<file path="src/rtl/dctlb_ptn.sv">
// rtl/dctlb_ptn.sv - multi-channel L1 data-TLB front end
// Per-channel request FIFOs with round-robin prefetch injection, plus an L2TLB snoop relay FSM.
module dctlb_ptn #(
  parameter int NCH      = 2,
  parameter int DEPTH    = 2,
  parameter int LADDR_W  = 39,
  parameter int CANON_W  = 32,
  parameter int HPADDR_W = 11,
  parameter int PPADDR_W = 3,
  parameter int COREID_W = 6
) (
  input  logic                         clk,
  input  logic                         reset,
  input  logic [NCH-1:0]               core_valid,
  output logic [NCH-1:0]               core_retry,
  input  logic [NCH*LADDR_W-1:0]       core_laddr,
  input  logic [NCH*COREID_W-1:0]      core_coreid,
  input  logic                         pfe_valid,
  output logic                         pfe_retry,
  input  logic [LADDR_W-1:0]           pfe_laddr,
  input  logic                         pfe_l2,
  output logic [NCH-1:0]               fwd_valid,
  input  logic [NCH-1:0]               fwd_retry,
  output logic [NCH*COREID_W-1:0]      fwd_coreid,
  output logic [NCH-1:0]               fwd_prefetch,
  output logic [NCH-1:0]               fwd_fault,
  output logic [NCH*HPADDR_W-1:0]      fwd_hpaddr,
  output logic [NCH*PPADDR_W-1:0]      fwd_ppaddr,
  input  logic                         snoop_valid,
  output logic                         snoop_retry,
  input  logic [HPADDR_W-1:0]          snoop_hpaddr,
  output logic                         cmd_valid,
  input  logic                         cmd_retry,
  output logic [HPADDR_W-1:0]          cmd_hpaddr,
  output logic                         sack_valid,
  input  logic                         sack_retry,
  output logic [HPADDR_W-1:0]          sack_hpaddr
);
  localparam int AW     = $clog2(DEPTH);
  localparam int PW     = AW + 1;
  localparam int RRW    = (NCH > 1) ? $clog2(NCH) : 1;
  localparam int UW     = LADDR_W - 12;
  localparam int NCHUNK = (UW + HPADDR_W - 1) / HPADDR_W;
  localparam int PADW   = NCHUNK * HPADDR_W;

  typedef struct packed {
    logic [COREID_W-1:0] coreid;
    logic                prefetch;
    logic                fault;
    logic [HPADDR_W-1:0] hpaddr;
    logic [PPADDR_W-1:0] ppaddr;
  } ent_t;

  // Translation happens on enqueue so the FIFO head drives the outputs directly.
  function automatic ent_t xlate(input logic [LADDR_W-1:0] a,
                                 input logic [COREID_W-1:0] id,
                                 input logic pf);
    ent_t e;
    logic [PADW-1:0] pad;
    e          = '0;
    e.coreid   = id;
    e.prefetch = pf;
    e.ppaddr   = a[12+PPADDR_W-1:12];
    e.fault    = (a != LADDR_W'($signed(a[CANON_W-1:0])));
    pad        = PADW'(a[LADDR_W-1:12]);
    for (int c = 0; c < NCHUNK; c++) begin
      e.hpaddr = e.hpaddr ^ pad[HPADDR_W-1:0];
      pad      = pad >> HPADDR_W;
    end
    return e;
  endfunction

  logic [NCH-1:0] full, empty, enq, deq, elig, pf_grant_raw, pf_grant;
  logic [RRW-1:0] rr_q, rr_d, rr_next;
  logic           pf_found, pf_acc;

  always_comb begin
    pf_found     = 1'b0;
    pf_grant_raw = '0;
    rr_next      = rr_q;
    elig         = ~core_valid & ~full;
    for (int i = 0; i < NCH; i++) begin
      if (!pf_found && elig[i] && RRW'(i) >= rr_q) begin
        pf_found        = 1'b1;
        pf_grant_raw[i] = 1'b1;
        rr_next         = (i == NCH - 1) ? '0 : RRW'(i + 1);
      end
    end
    for (int i = 0; i < NCH; i++) begin
      if (!pf_found && elig[i] && RRW'(i) < rr_q) begin
        pf_found        = 1'b1;
        pf_grant_raw[i] = 1'b1;
        rr_next         = (i == NCH - 1) ? '0 : RRW'(i + 1);
      end
    end
  end

  assign pf_acc     = pfe_valid && !pfe_l2 && pf_found;
  assign pf_grant   = pf_acc ? pf_grant_raw : '0;
  assign pfe_retry  = pfe_valid && !pfe_l2 && !pf_found;
  assign rr_d       = pf_acc ? rr_next : rr_q;
  assign enq        = (core_valid & ~full) | pf_grant;
  assign core_retry = full;

  always_ff @(posedge clk) begin
    if (!reset) rr_q <= '0;
    else        rr_q <= rr_d;
  end

  for (genvar i = 0; i < NCH; i++) begin : g_ch
    ent_t           mem_q [DEPTH];
    logic [PW-1:0]  wr_q, rd_q;
    ent_t           enq_ent, head;

    assign full[i]  = (wr_q[PW-1] != rd_q[PW-1]) && (wr_q[AW-1:0] == rd_q[AW-1:0]);
    assign empty[i] = (wr_q == rd_q);
    assign deq[i]   = !empty[i] && !fwd_retry[i];
    assign enq_ent  = core_valid[i]
                    ? xlate(core_laddr[i*LADDR_W +: LADDR_W], core_coreid[i*COREID_W +: COREID_W], 1'b0)
                    : xlate(pfe_laddr, '0, 1'b1);
    assign head     = empty[i] ? '0 : mem_q[rd_q[AW-1:0]];

    always_ff @(posedge clk) begin
      if (!reset) begin
        wr_q <= '0;
        rd_q <= '0;
      end else begin
        if (enq[i]) begin
          mem_q[wr_q[AW-1:0]] <= enq_ent;
          wr_q                <= wr_q + 1'b1;
        end
        if (deq[i]) rd_q <= rd_q + 1'b1;
      end
    end

    assign fwd_valid[i]                          = !empty[i];
    assign fwd_coreid[i*COREID_W +: COREID_W]    = head.coreid;
    assign fwd_prefetch[i]                       = head.prefetch;
    assign fwd_fault[i]                          = head.fault;
    assign fwd_hpaddr[i*HPADDR_W +: HPADDR_W]    = head.hpaddr;
    assign fwd_ppaddr[i*PPADDR_W +: PPADDR_W]    = head.ppaddr;
  end

  typedef enum logic [1:0] {S_IDLE, S_CMD, S_SACK} snp_state_e;
  snp_state_e          state_q, state_d;
  logic [HPADDR_W-1:0] snp_hp_q, snp_hp_d;

  always_comb begin
    state_d     = state_q;
    snp_hp_d    = snp_hp_q;
    snoop_retry = 1'b1;
    cmd_valid   = 1'b0;
    sack_valid  = 1'b0;
    case (state_q)
      S_IDLE: begin
        snoop_retry = 1'b0;
        if (snoop_valid) begin
          snp_hp_d = snoop_hpaddr;
          state_d  = S_CMD;
        end
      end
      S_CMD: begin
        cmd_valid = 1'b1;
        if (!cmd_retry) state_d = S_SACK;
      end
      S_SACK: begin
        sack_valid = 1'b1;
        if (!sack_retry) state_d = S_IDLE;
      end
      default: state_d = S_IDLE;
    endcase
  end

  always_ff @(posedge clk) begin
    if (!reset) begin
      state_q  <= S_IDLE;
      snp_hp_q <= '0;
    end else begin
      state_q  <= state_d;
      snp_hp_q <= snp_hp_d;
    end
  end

  assign cmd_hpaddr  = snp_hp_q;
  assign sack_hpaddr = snp_hp_q;
endmodule

</file>
<file path="config.mk">
export PLATFORM = sky130hd
export DESIGN_NAME = dctlb_ptn
export DESIGN_NICKNAME = d
export VERILOG_FILES = /design/src/rtl/dctlb_ptn.sv
export SDC_FILE = /design/constraint.sdc
export NUM_CORES = 1
export LEC_CHECK = 0
export ABC_AREA = 1
export BUFFER_PORTS_ARGS = -buffer_cell sky130_fd_sc_hd__buf_2
export CAP_MARGIN = 20
export CORE_MARGIN = 2
export CORE_UTILIZATION = 30
export CTS_CLUSTER_DIAMETER = 100
export DETAILED_ROUTE_END_ITERATION = 8
export PLACE_DENSITY_LB_ADDON = 0.25
export SLEW_MARGIN = 40
export SYNTH_ARGS = -nofsm -noshare
export SYNTH_HDL_FRONTEND = slang
export SYNTH_SLANG_ARGS = --single-unit
</file>
<file path="constraint.sdc">
create_clock -name clk -period 7.2 [get_ports clk]
set_clock_uncertainty 0.2 [all_clocks]
set_input_delay 1.08 -clock clk [delete_from_list [all_inputs] [get_ports clk]]
set_output_delay 1.08 -clock clk [all_outputs]
set_load 0.02 [all_outputs]
</file>
Yosys cells after proc, flatten, opt, wreduce, memory -nomap -nowiden
Memory sizes are Yosys's and may differ from the RTL's. A register that Yosys moved wholly into a read port is not among the register bits. Index checks and enable logic that the tools add are counted.

Add/subtract/negate cells: 4. $lt $le $gt $ge: 4. Equality and inequality tests: 14. Mux-type cells: 33. Bitwise logic cells: 11. Reductions and logical operators: 28.

Operators with widths (count): two-way mux 22 bit (4); bitwise XOR 11 bit (3); bitwise XOR 11 x 5 -> 11 bit (3); two-way mux 1 bit (24); inequality test 7 bit (3); logical AND 1 bit (14); logical NOT 1 bit (9); adder 2 x 1 -> 2 bit (second input constant) (4); two-way mux 2 bit (4); inequality test 2 bit (second input constant) (3); one-hot mux 2 bit (3 select lines) (1); bitwise AND 2 bit (2); equality test 2 bit (2); inverter 2 bit (2); AND reduction 2 bit (2); nonzero test 4 bit (1); AND reduction 3 bit (1); equality test 1 bit (2); equality test 2 x 1 -> 1 bit (second input constant) (1); equality test 2 bit (second input constant) (1); greater-or-equal comparator 1 bit (first input constant) (2); logical NOT 2 bit (1); < comparator 1 bit (first input constant) (2); inequality test 1 bit (2); bitwise OR 2 bit (1).

Flip-flop bits (word level): 22. Bits in writable memories: 88. Output and inout port bits: 74. Word-level logic and storage cells: 103. Memories kept: 2.

Memories: g_ch[0].mem_q (depth 2, bits a word 22, rd ports 1, clocked after Yosys merged registers in 1, write ports 1, RTL line 111) `ent_t mem_q [DEPTH];`; g_ch[1].mem_q (depth 2, bits a word 22, rd ports 1, clocked after Yosys merged registers in 1, write ports 1, RTL line 111).

Longest topological paths before layout
Gate-level depths: netlist (run 1).

Depth in word-level cells: 24. Gate-level depth with buffers: 10.

Worst setup path before layout (run 1)
Ideal clock, no wire load.

Kind: input to register. Start: in core_valid[1]. End: mem g_ch[0].mem_q[0][0] (netlist bit) (enable). Library setup time: 401 ps. Arrival: 2660 ps. Data required time: 6599 ps. Slack: 3940 ps. Stages: 7. Cells stage by stage: buf_4 clkinv_1 nand3_2 nand2_1 nand2_2 nand2_4 nor2_1.

Cells in the longest elaborated chain, start to end: 19. Elaborated cells on any way between the ends: 20. Those cells by class: 8 x mux; 3 x bitwise; 9 x reduce/logical.

Ends and longest elaborated chain: start: declaration (RTL line 14) `input logic [NCH-1:0] core_valid,`; inverter 2 bit (*) (RTL line 81) `elig = ~core_valid & ~full;`; bitwise AND 2 bit (*) (RTL line 81); logical AND 1 bit (2 in series) (RTL line 83) `if (!pf_found && elig[i] && RRW'(i) >= rr_q) begin`; two-way mux 1 bit (RTL line 83); logical NOT 1 bit (RTL line 90) `if (!pf_found && elig[i] && RRW'(i) < rr_q) begin`; logical AND 1 bit (2 in series) (RTL line 90); two-way mux 1 bit (RTL line 90); logical NOT 1 bit (RTL line 90); logical AND 1 bit (2 in series) (RTL line 90); two-way mux 1 bit (RTL line 90); logical AND 1 bit (RTL line 98) `assign pf_acc = pfe_valid && !pfe_l2 && pf_found;`; two-way mux 2 bit (*) (RTL line 99) `assign pf_grant = pf_acc ? pf_grant_raw : '0;`; bitwise OR 2 bit (*) (RTL line 102) `assign enq = (core_valid & ~full) | pf_grant;`; two-way mux 1 bit (*) (RTL line 128) `if (enq[i]) begin`; two-way mux 1 bit (*) (RTL line 124) `if (!reset) begin`; two-way mux 1 bit (not written as such) (*) (RTL line 129) `mem_q[wr_q[AW-1:0]] <= enq_ent;`; end: declaration (RTL line 111).

Every way passes the cells marked *; elsewhere a longest branch is shown, timed or not.

Worst setup path in the final report (run 1)
Start: in core_valid[0]. End: out pfe_retry.

Cells in the longest elaborated chain, start to end: 18.

Ends and longest elaborated chain: inverter 2 bit (*) (RTL line 81); bitwise AND 2 bit (*) (RTL line 81); logical AND 1 bit (RTL line 83); two-way mux 1 bit (RTL line 83); logical NOT 1 bit (RTL line 83); logical AND 1 bit (2 in series) (RTL line 83); two-way mux 1 bit (RTL line 83); logical NOT 1 bit (RTL line 90); logical AND 1 bit (2 in series) (RTL line 90); two-way mux 1 bit (*) (RTL line 90); logical NOT 1 bit (RTL line 90); logical AND 1 bit (2 in series) (RTL line 90); two-way mux 1 bit (*) (RTL line 90); logical NOT 1 bit (*) (RTL line 100) `assign pfe_retry = pfe_valid && !pfe_l2 && !pf_found;`; logical AND 1 bit (*) (RTL line 100); end: declaration (RTL line 19) `output logic pfe_retry,`.

Marks and branches as above.

==> Flow_metrics.wiki, run 1 <==
{| class="wikitable"
! Metric !! Value
|-
| Outcome || finished, final reports clean
|-
| Max-slew headroom at the worst pin || 0.462
|-
| Synthesis-to-layout area growth || 24.9%
|-
| Total Die Area || 19200 um2
|-
| Total of warnings raised by yosys || 0
|-
| Vias in the first global route || 4297
|-
| Worst-path clk slew || 0.07 ns
|-
| Largest net degree at the start of global routing || 38
|-
| Clock buffers created by TritonCTS || 9
|-
| Number of distinct library cells after synthesis || 32
|-
| Switching Share || 0.341
|-
| Fraction of layout cells with a size suffix above 1 || 0.326
|-
| Portion of the post-synthesis area used by sequential elements || 0.576
|-
| Achievable Freq || 292 MHz
|-
| Remaining antenna violation count after routing || 0
|-
| CTS tree || done
|-
| Cell at the root of the clock tree || clkbuf_16
|-
| Period utilization || 0.476
|-
| Share of Yosys cell area claimed by the top area cell type || 0.487
|-
| Peak supply drop || 0.123 mV
|-
| Post-CTS Hold Buffers || 0
|-
| H-tree levels || 3
|-
| HPWL reported at the end of detailed placement || 10500 um
|-
| Family with the most delay on the worst path || buffers and inverters
|-
| Clock insertion delay at the later pin of the skew report || 0.35 ns
|-
| Most area-hungry cell type in the Yosys netlist || edfxtp_1
|-
| Pre-Repair DR Iteration Count || 7
|-
| Number of rows in the core area || 49
|-
| Routed wirelength normalized by instance count || 15.2 um
|-
| Min-Delay Path Class || reg2reg
|-
| Ordered cell list for the critical path || buf_2 -> o22ai_2 -> nor3_1 -> buf_2
|-
| Top-level port count || 225
|-
| Reg2reg setup slack || 5.08 ns
|-
| Wire length of the first global-routing pass || 22800 um
|-
| Cells taking the most area after synthesis || edfxtp_1 49%, nand2_1 10%, dfxtp_1 8.9%
|-
| Endpoint required time on the critical path || 5.92 ns
|-
| Cell occurring most often along the worst timing path || buf_2
|-
| Utilization after layout || 0.380
|-
| Final Setup Violations || 0
|-
| Final hold violations || 0
|-
| Maximum buffer depth of the clock tree || 2
|-
| Internal power consumption || 1.17 mW
|-
| Total power consumption of the routed design || 1.77 mW
|-
| Portion of total power attributed to sequential cells || 0.449
|-
| Transition at the pin with the smallest max-transition slack || 0.806 ns
|-
| Routed vias || 4410
|-
| Total of max-cap violations || 0
|-
| Synthesized area per cell || 9.50 um2
|-
| Core Region || 17800 um2
|-
| Mapped Area || 5420 um2
|-
| Data arrival time of the worst path || 2.15 ns
|-
| Fraction of power consumed by the clock network || 0.262
|-
| Die span in y || 138 um
|-
| Total of cells resized after clock tree synthesis || 0
|-
| Total DRC errors in the routed layout || 0
|-
| Initial core utilization || 0.304
|-
| Nature of the critical path startpoint || primary input
|-
| Placer's final routability congestion estimate || 0.737
|-
| Unrepaired setup endpoints after global routing || no
|-
| Total clock sinks || 112
|-
| Slowest cell on the critical path || buf_2
|-
| Bufs and invs on worst path || 2
|-
| Number of nets produced by synthesis || 722
|-
| Post-CTS setup-driven buffer insertion count || 0
|-
| Smallest setup slack after layout || 3.77 ns
|-
| Fin. max-slew vios || 0
|-
| Largest fanout on the critical path || 37
|-
| Final sum of negative setup slack || 0 ns
|-
| Comb power frac || 0.290
|-
| Final Net Count || 889
|-
| Tmin final || 3.43 ns
|-
| Port buffer count || 188
|-
| Leakage component of the power || 2.97 nW
|-
| Path type of the worst setup path || in2out
|-
| Worst setup slack before clock tree synthesis || 3.65 ns
|-
| Die extent in x || 138 um
|-
| Synthesized instance count || 571
|-
| CP max stage delay || 0.53 ns
|-
| GRT Residual Overflow || 0
|-
| Number of antenna violations at the first check in global routing || 2
|-
| Global-route usage over all layers || 0.153
|-
| Number of DRC violations after detailed-routing iteration 0 || 217
|-
| Per-cell via count in the routed design || 4.53
|-
| Flip-flop and latch count after synthesis || 112
|-
| Nature of the critical path endpoint || primary output
|-
| Wire length after detailed routing || 14800 um
|-
| Pwr Density || 262 nW/um2
|-
| Net switching power of the design || 604 uW
|}
-- through the flow --
step,hold slack (ns),area [um2],std cells
finish,0.297,6770,973
global route,0.315,6770,972
floorplan,0.254,5420,571
CTS,0.292,6770,972
detailed placement,0.281,6500,956
global placement,0.275,6500,956
-- placed cells by master, fill, tap and decap left out, types with 2 or more instances in the layout --
cell type	n
nor4_1	6
nand2_4	3
clkbuf_1	4
inv_2	6
nand2_1	149
o21ai_0	38
nand4_1	6
xor2_1	16
a21oi_2	2
a31oi_1	7
dfxtp_2	2
nand2_2	8
edfxtp_1	88
nor2_1	45
nor3_4	2
nand3_2	4
buf_4	3
or2_2	7
buf_2	188
dfxtp_1	22
xnor2_1	26
clkbuf_16	9
a21oi_1	51
nand3_1	4
inv_1	35
-- path summary, 6_finish.rpt --
check / from / to / depth (start not counted)
worst max-delay path: core_valid[0] / pfe_retry / 4
worst min register to register: g_ch[0].rd_q[1]$_SDFFE_PN0P_ / g_ch[0].rd_q[1]$_SDFFE_PN0P_ / 2
worst max register to register: g_ch[1].wr_q[0]$_SDFFE_PN0P_ / g_ch[1].mem_q[0][13]$_DFFE_PP_ / 8
worst min-delay path: g_ch[0].rd_q[1]$_SDFFE_PN0P_ / g_ch[0].rd_q[1]$_SDFFE_PN0P_ / 2
-- routing by layer --
metal | part of all wire | global-route usage | vias to the layer above
met2 | 0.49 | 0.264 | 141
met4 | 0.017 | 0.0537 | 2
li1 | - | - | 2222
met3 | 0.059 | 0.0343 | 18
met1 | 0.43 | 0.188 | 2027
met5 | 0.00088 | 0 | -
-- worst min-delay path, cell delays in order, from the launching register on --
cell	delay [ns]
dfxtp_1	0.31
inv_1	0.08
a21oi_1	0.06
-- area by class of cell --
type                       instances  area (um2)
multi-input combinational        382        1970
antenna                            1        2.50
clock buffer                      15         259
sequential                       112        3130
tap                              229         287
inverter                          42         158
fill                            1801       11100
clock inverter                     1        6.26
timing repair buffer             191         963
-- cells by family (layout without fill, tap and decap cells) --
kind of cell           Yosys count  count (layout)  synth area share
buffers and inverters           77             249            0.0634
XOR/XNOR                        42              42            0.0678
AO/OA/AOI/OAI                  103             103             0.103
other                            0               1                 0
flip-flops                     112             112             0.576
AND/OR/NAND/NOR                237             237             0.190
-- Yosys cell counts, drive strengths merged --
cell type,n
nand2,160
edfxtp,88
a21oi,54
nor2,47
inv,41
o21ai,40
xnor2,26
dfxtp,24
buf,22
xor2,16
clkbuf,13
nand3,8
a31oi,7
or2,7
nand4,6
nor4,6
nor3,3
a32oi,1
clkinv,1
o22ai,1
-- registers in the layout, summed over array words and instances, names as in the netlist, named ones only --
register and cells:
g_ch.rd_q 4, rr_q 1, cmd_hpaddr 11, g_ch.wr_q 4, g_ch.mem_q 88, state_q 2
-- power groups by stage --
stage                     Sequential, mW  Clock [mW]  Combinational [mW]
after floorplan                    0.800           0               0.338
after global placement             0.809           0               0.520
after detailed placement           0.810           0               0.521
after CTS                          0.796       0.478               0.523
after global routing               0.802       0.505               0.563
final                              0.795       0.464               0.513
Power figures use the tool's default switching activity.
==> run 2, diff against run 1 <==
==> constraint.sdc (replaced) <==
create_clock -name clk -period 3.11 [get_ports clk]
set_clock_uncertainty 0.2 [all_clocks]
set_input_delay 0.4665 -clock clk [delete_from_list [all_inputs] [get_ports clk]]
set_output_delay 0.4665 -clock clk [all_outputs]
set_load 0.02 [all_outputs]
==> Flow_metrics.wiki, run 2 (synthesis results as in run 1) <==
{| class="wikitable"
! Metric !! Value
|-
| Transition at the pin with the smallest max-transition slack || 0.748 ns (-0.0585 ns)
|-
| Peak supply drop || 0.258 mV (+110%)
|-
| Nature of the critical path startpoint || register
|-
| Internal power consumption || 2.78 mW (+140%)
|-
| Min-Delay Path Class || in2reg
|-
| Pre-Repair DR Iteration Count || 6 (-1)
|-
| Final Setup Violations || 0 (unchanged)
|-
| Achievable Freq || 390 MHz
|-
| Total clock sinks || 112 (unchanged)
|-
| Leading cell types in the layout, fill and taps excluded || 188 x buf_2, 149 x nand2_1, 88 x edfxtp_1
|-
| Routed vias || 4421 (+0.25%)
|-
| Data arrival time of the worst path || 1.90 ns (-0.25 ns)
|-
| Cell at the root of the clock tree || clkbuf_16
|-
| Total DRC errors in the routed layout || 0 (unchanged)
|-
| Switching Share || 0.341 (about the same)
|-
| Remaining antenna violation count after routing || 0 (unchanged)
|-
| Pwr Density || 614 nW/um2 (+130%)
|-
| Max-slew headroom at the worst pin || 0.501 (+0.0391)
|-
| Core Region || 17800 um2 (unchanged)
|-
| Routed wirelength normalized by instance count || 14.8 um (-2.7%)
|-
| Worst slack on hold paths || 0.130 ns (-0.167 ns)
|-
| Max reg flops || 88 (unchanged)
|-
| Initial core utilization || 0.304 (unchanged)
|-
| Number of cells on the worst hold path || 3 (+1)
|-
| Final Net Count || 896 (+0.79%)
|-
| Smallest setup slack after layout || 0.545 ns (-3.23 ns)
|-
| Comb power frac || 0.292 (+0.002)
|-
| Number of DRC violations after detailed-routing iteration 0 || 214 (-1.4%)
|-
| Fraction of layout cells with a size suffix above 1 || 0.333 (+0.00763)
|-
| Maximum buffer depth of the clock tree || 2 (unchanged)
|-
| Endpoint required time on the critical path || 2.44 ns (-3.48 ns)
|-
| Post-CTS setup-driven buffer insertion count || 0 (unchanged)
|-
| Total of max-cap violations || 0 (unchanged)
|-
| Clock buffers created by TritonCTS || 9 (unchanged)
|-
| Number of rows in the core area || 49 (unchanged)
|-
| Total of cells resized after clock tree synthesis || 0 (unchanged)
|-
| Worst setup slack before clock tree synthesis || 0.808 ns (-2.84 ns)
|-
| Fin. max-slew vios || 0 (unchanged)
|-
| Fraction of power consumed by the clock network || 0.280 (+0.018)
|-
| HPWL reported at the end of detailed placement || 10400 um (-0.36%)
|-
| Final Instance Area || 6860 um2 (+1.3%)
|-
| Tmin final || 2.56 ns
|-
| Placer's final routability congestion estimate || 0.724 (-1.7%)
|-
| Total power consumption of the routed design || 4.21 mW (+140%)
|-
| GRT Residual Overflow || 0 (unchanged)
|-
| Final hold violations || 0 (unchanged)
|-
| Total Die Area || 19200 um2 (unchanged)
|-
| Die extent in x || 138 um (unchanged)
|-
| Unrepaired setup endpoints after global routing || no
|-
| Number of antenna violations at the first check in global routing || 0 (-2)
|-
| Path type of the worst setup path || reg2out
|-
| Synthesis-to-layout area growth || 26.4%
|-
| Wire length after detailed routing || 14400 um (-2.1%)
|-
| Leakage component of the power || 3.02 nW (+1.7%)
|-
| Period utilization || 0.825
|-
| Per-cell via count in the routed design || 4.52 (-0.36%)
|-
| Worst-path clk slew || 0.07 ns (about the same)
|-
| Largest net degree at the start of global routing || 37 (-2.6%)
|-
| Global-route usage over all layers || 0.152 (-0.000976)
|-
| Final sum of negative setup slack || 0 ns (unchanged)
|-
| Port buffer count || 188 (unchanged)
|-
| Top-level port count || 225 (unchanged)
|-
| Vias in the first global route || 4389 (+2.1%)
|-
| Portion of total power attributed to sequential cells || 0.428 (-0.021)
|-
| H-tree levels || 3 (unchanged)
|-
| Post-CTS Hold Buffers || 0 (unchanged)
|-
| Net switching power of the design || 1.44 mW (+140%)
|-
| Number of antenna diodes || 0 (-1)
|-
| Wire length of the first global-routing pass || 22600 um (-0.88%)
|-
| CTS tree || done
|-
| Count of cells along the worst register-to-register path || 9 (+1)
|-
| Clock insertion delay at the later pin of the skew report || 0.35 ns (about the same)
|-
| Placed Area || 6560 um2 (+0.77%)
|-
| Leading cell type in the layout, fill and taps excluded || buf_2
|-
| Outcome || finished, final reports clean
|-
| Nature of the critical path endpoint || primary output
|-
| Die span in y || 138 um (unchanged)
|-
| Largest fanout on the critical path || 24 (-35%)
|}
## run 2: cell count changes in the layout (fill, tap and decap cells not counted), sizes merged
| cell | delta |
|---|---|
| clkinv | +2 |
| bufinv | +1 |
| clkbuf | -6 |
| inv | +2 |
| diode | -1 |
| buf | +7 |
| clkinvlp | +1 |
## run 2: worst max-delay path: stages, from the launching register on
cell	delay (ns)
dfxtp_1	0.40
inv_1	0.06
nand2_1	0.06
nand2_2	0.08
a21oi_4	0.58
a21oi_1	0.14
buf_2	0.21
## run 2: area by class of cell
type                       count  area [um2]
clock buffer                   9         225
clock inverter                 7        77.6
fill                        1833       11000
inverter                      42         158
multi-input combinational    382        1970
sequential                   112        3120
tap                          229         287
timing repair buffer         198        1020
## run 2: path summary, 6_finish.rpt
| path | from | end | slack (ns) |
|---|---|---|---|
| hold reg to reg | rr_q$_SDFFE_PN0P_ | rr_q$_SDFFE_PN0P_ | 0.30 |
| hold / removal | snoop_hpaddr[6] | cmd_hpaddr[6]$_SDFFE_PN0P_ | 0.13 |
| setup reg to reg | g_ch[1].wr_q[0]$_SDFFE_PN0P_ | g_ch[1].mem_q[0][13]$_DFFE_PP_ | 1.05 |
| setup / recovery | g_ch[1].wr_q[1]$_SDFFE_PN0P_ | fwd_ppaddr[3] | 0.55 |
## run 2: stage by stage
stage,cells,utilization
finish,979,0.384
global route,979,0.384
CTS,979,0.384
detailed placement,963,0.367
global placement,963,0.367
floorplan,571,-
## run 2: power by group through the flow
stage,clock network (mW),registers [mW],logic [mW]
floorplan,0,1.85,0.782
global placement,0,1.84,1.25
detailed placement,0,1.84,1.25
CTS,1.22,1.81,1.26
global route,1.28,1.82,1.36
finish,1.18,1.80,1.23
## run 2: metal layers
metal,global-route usage,wire length (um),up-vias
li1,-,-,2239
met3,0.0367,793,17
met2,0.261,7100,136
met5,0,0,-
met1,0.188,6310,2029
met4,0.0505,248,0
